### src/rtl/count_seq_checker_sat_counter.sv
// Saturating up-counter with synchronous clear; holds at all-ones.
module sat_counter #(
    parameter int WIDTH = 4
) (
    input  logic             clk,
    input  logic             reset,
    input  logic             inc,
    input  logic             clr,
    output logic [WIDTH-1:0] q
);

    always_ff @(posedge clk or negedge reset) begin
        if (!reset)
            q <= '0;
        else if (clr)
            q <= '0;
        else if (inc && (q != '1))
            q <= q + 1'b1;
    end

endmodule

### config.mk
export PLATFORM = sky130hd
export DESIGN_NAME = sat_counter
export DESIGN_NICKNAME = d
export VERILOG_FILES = /design/src/rtl/count_seq_checker_sat_counter.sv
export SDC_FILE = /design/constraint.sdc
export NUM_CORES = 1
export LEC_CHECK = 0
export CORE_AREA = 2 2 39 41
export DETAILED_ROUTE_END_ITERATION = 8
export DIE_AREA = 0 0 41 43
export SYNTH_ARGS = -nofsm -noshare
export SYNTH_HDL_FRONTEND = slang
export SYNTH_SLANG_ARGS = --single-unit
### constraint.sdc
create_clock -name clk -period 1.7 [get_ports clk]
set_input_delay 0.17 -clock clk [delete_from_list [all_inputs] [get_ports clk]]
set_output_delay 0.17 -clock clk [all_outputs]
set_load 0.05 [all_outputs]
# == Yosys cells after proc, flatten, opt, wreduce, memory -nomap -nowiden ==
# Index checks and enable logic that the tools add are counted.
# totals
reg_bits,4
# op_classes
muxes,2
addsub,1
reduce_logical,2
n_eq_ne,1
# op_table
op,n
$mux 4,2
$add 4x1->4 const B,1
$ne 4x4->1 const B,1
$reduce_bool 2->1,1
$logic_and 1x1->1,1

# == Logic depth before layout (Yosys ltp) ==
# depth
depth_word,4
mapped_depth,4
depth_no_buf,4

# == Worst setup path after synthesis ==
# OpenSTA, ideal clock, no wires.
# synth_path
kind,reg-to-reg
startpoint,reg q[0]
endpoint,reg q[0]
path_stages_with_launch,5
t_arrival_ns,1.451
slack_ns,0.124
setup_time_ns,0.125
synth_period_minus_slack_ns,1.576
cell_sequence,dfrtp_1 ha_1 and3_4 nor2b_4 mux2_4
# synth_between
elab_chain_cells,3
word_cells_on_any_way,6
cone_classes,1 x add/sub; 1 x eq/ne; 2 x mux; 2 x reduce/logical
# synth_rtl
item,line,rtl
from (decl),9,output logic [WIDTH-1:0] q
from (signal assigned),18,q <= q + 1'b1;
$add 4x1->4 or $ne 4x4->1 (tied branches),"18, 17",
$mux 4 or $logic_and 1x1->1 (tied branches),17,else if (inc && (q != '1))
$mux 4 or $reduce_bool 2->1 (tied branches),n/a,
# Several ways; a longest one is shown, not always the timed one. The select of a mux whose other input is x is not followed.
# A chain may end at the register's enable or synchronous reset.

# == Final worst setup path ==
# Ends and elaborated chain as after synthesis.

==> impl_results.md <==
* Kind of critical path: register to register
* R2R depth at 4
* FF+latch count, synth at 4
* I/O pin count at 8
* Final Critical Period at 1.37 ns
* Count leader, synth: dfrtp_1
* Synthesized cell area at about 230 um^2
* Reg clk slew, reported paths at ~0.04 ns
* Synth Instances at 20
* Syn avg cell area at about 11 um^2
* Multi-input gate area at around 130 um^2
* Register area at 100 um^2
* Maximum VDD drop at 0.296 mV
* Grt total ovfl at 0
* Die Wd at 41 um
* Hold buffer count at CTS at 0
* Gpl congestion at 0.701
* Max-Cap Viols at 0
* Required time of the worst setup path at 1.81 ns
* Post-synth EDFFs at 0
* Die area at 1760 um^2
* LEAKAGE at 0.000155 uW
* Initial DRC count at 3
* Setup TNS at 0 ns
* R2R setup slack at 0.33 ns
* Synth top cells by count: 4 x dfrtp_1, 2 x a21oi_1, 2 x nand2b_1
* P_sw at 69.7 uW
* CP Cell Sequence: ha_1 -> and3_4 -> nor2b_4 -> mux2_4
* DRT Pass-1 Iters at 2
* RSZ-0062 raised after global routing: no
* Final setup fails at 0
* Final Max Slew Viols at 0
* Antenna cells at 0
* Vias at around 180
* Max FO, Critical Path at 5
* Synth-to-layout area growth at 44.8%
* Design Area, Final at 332 um^2
* Port bufs at 7
* Largest Register: q
* CTS resizes at 0
* Pwr/cell area at ~820 nW/um^2
* Vias per Instance at 3.98
* Crit path largest cell delay at 0.42 ns
* F_max at around 730 MHz
* WL/cell at 9.20 um
* Hold Vio Cnt, Final at 0
* CTS tree: built
* Slowest stage cell on the critical path: dfrtp_1
* RR Startpoint: q[0]$_DFFE_PN0P_
* Share of post-route cells with drive strength above 1 at 36.7%
* Global-route wire length before repair at 821 um
* Status: completed
* Starting density of the core at 16.5%
* Fillers at 152
* Ys async rst share at between 90% and 100%
* Routed WL at 423 um
* Die height at 43 um
* Core ar. at 1380 um^2
* Area leader, netlist: dfrtp_1
* Syn. warnings at 0
* Initial antenna violation count at 0
* HP Class: input port to async pin
* Regs by FF count: q (4)
* Slew headroom at 86.9%
* Register area share after synthesis at 43.7%
* Nets at 37
* Sinks on Clock Net at 4
* Vias in the first global route at 180
* Critical Path Start Type: register
* CP bufs+invs at 0
* Hold_ws at 0.143 ns
* Num rows at 14
* Worst-Margin Slew at 0.196 ns
* Post-DRT Antenna Nets at 0
* Placed Area at roughly 310 um^2
* Crit share post-route at 80.6%
* Largest register FFs at 4
* Top area cells in the synthesized netlist: dfrtp_1 44%, mux2_4 6.6%, nor2b_4 6.0%
* Comb pwr share at 18.8%
* Seq pwr share at approximately two fifths
* Number of buffers created by CTS at 3
* Synth top area share at 43.7%
* Clock root buffer: clkbuf_4
* Crit. End Element: register
* Post-CTS Setup Bufs at 0
* Pin count of the biggest net entering global routing at 7
* CP arrival at 1.48 ns
* Top_reg_cell synth: dfrtp_1
* Syn nets at 25
* Htree depth at 1
* Tot Pwr at 271 uW
* Drc violations at 0
* Clock Path Buffers at 2
* GRT Util Overall at 7.75%
* RR Endpoint: q[0]$_DFFE_PN0P_
* Clock share of power at between 40% and 50%
* Final Skew at 0.00391 ns
* Clock latency on the worst-skew pair at roughly 0.23 ns
* CP delay by family, top: flip-flops
* Net Sw Frac at about a quarter
* Distinct cell type count after synthesis at 15
* Internal at just over 200 uW
## metrics by stage
step | util (%) | std cells | worst slack, ns
floorplan | - | 20 | 0.124
global placement | 22.3 | 43 | 0.336
detailed placement | 22.3 | 43 | 0.337
CTS | 24.0 | 46 | 0.329
global route | 24.0 | 46 | 0.266
finish | 24.0 | 46 | 0.330
## routing by layer
metal  vias up  share of wire [%]  GRT usage (%)
met4         0                  0           8.00
met1        80                 49           10.4
met5         -                  0              0
met2         9                 44           7.50
li1         94                  -              -
met3         0                7.1           4.71
## power by group through the flow
stage | Sequential, uW | Combinational [uW] | Clock, uW
final | 107 | 50.9 | 114
after global routing | 108 | 55.7 | 125
after CTS | 107 | 51.4 | 121
after detailed placement | 108 | 51.2 | 0
after global placement | 108 | 51.1 | 0
after floorplan | 122 | 14.8 | 0
## final cells by class
class                           instances  area share [%]
Sequential cell                         4            30.2
Clock buffer                            3            6.79
Timing Repair Buffer                    7            18.1
Tap cell                               16            6.04
Multi-Input combinational cell         16            38.9
## kinds of logic (layout without fill, tap and decap cells)
family                   after synthesis  after routing  share of synthesized area [%]
AND/OR/NAND/NOR                       10             10                           33.3
adder cells (fa/ha/maj)                1              1                           5.46
flip-flops                             4              4                           43.7
multiplexers                           2              2                           10.9
buffers and inverters                  0             10                              0
AO/OA/AOI/OAI                          3              3                           6.56
## cells in the final DEF (no fill, tap or decap), types with 2 or more instances in the layout
cell             instances
nand2b_1                 2
a21oi_1                  2
dfrtp_1                  4
clkbuf_4                 3
buf_4                    4
clkdlybuf4s50_1          3
## worst max-delay path by stage
stage	start	endpoint	slack, ns	cells after the start
finish	q[0]$_DFFE_PN0P_	q[0]$_DFFE_PN0P_	0.33	4
global placement	q[0]$_DFFE_PN0P_	q[0]$_DFFE_PN0P_	0.34	4
CTS	q[0]$_DFFE_PN0P_	q[0]$_DFFE_PN0P_	0.33	4
global route	q[0]$_DFFE_PN0P_	q[0]$_DFFE_PN0P_	0.27	4
floorplan	q[0]$_DFFE_PN0P_	q[0]$_DFFE_PN0P_	0.12	4
detailed placement	q[0]$_DFFE_PN0P_	q[0]$_DFFE_PN0P_	0.34	4
Note: power is estimated with default switching activity, not from simulation.
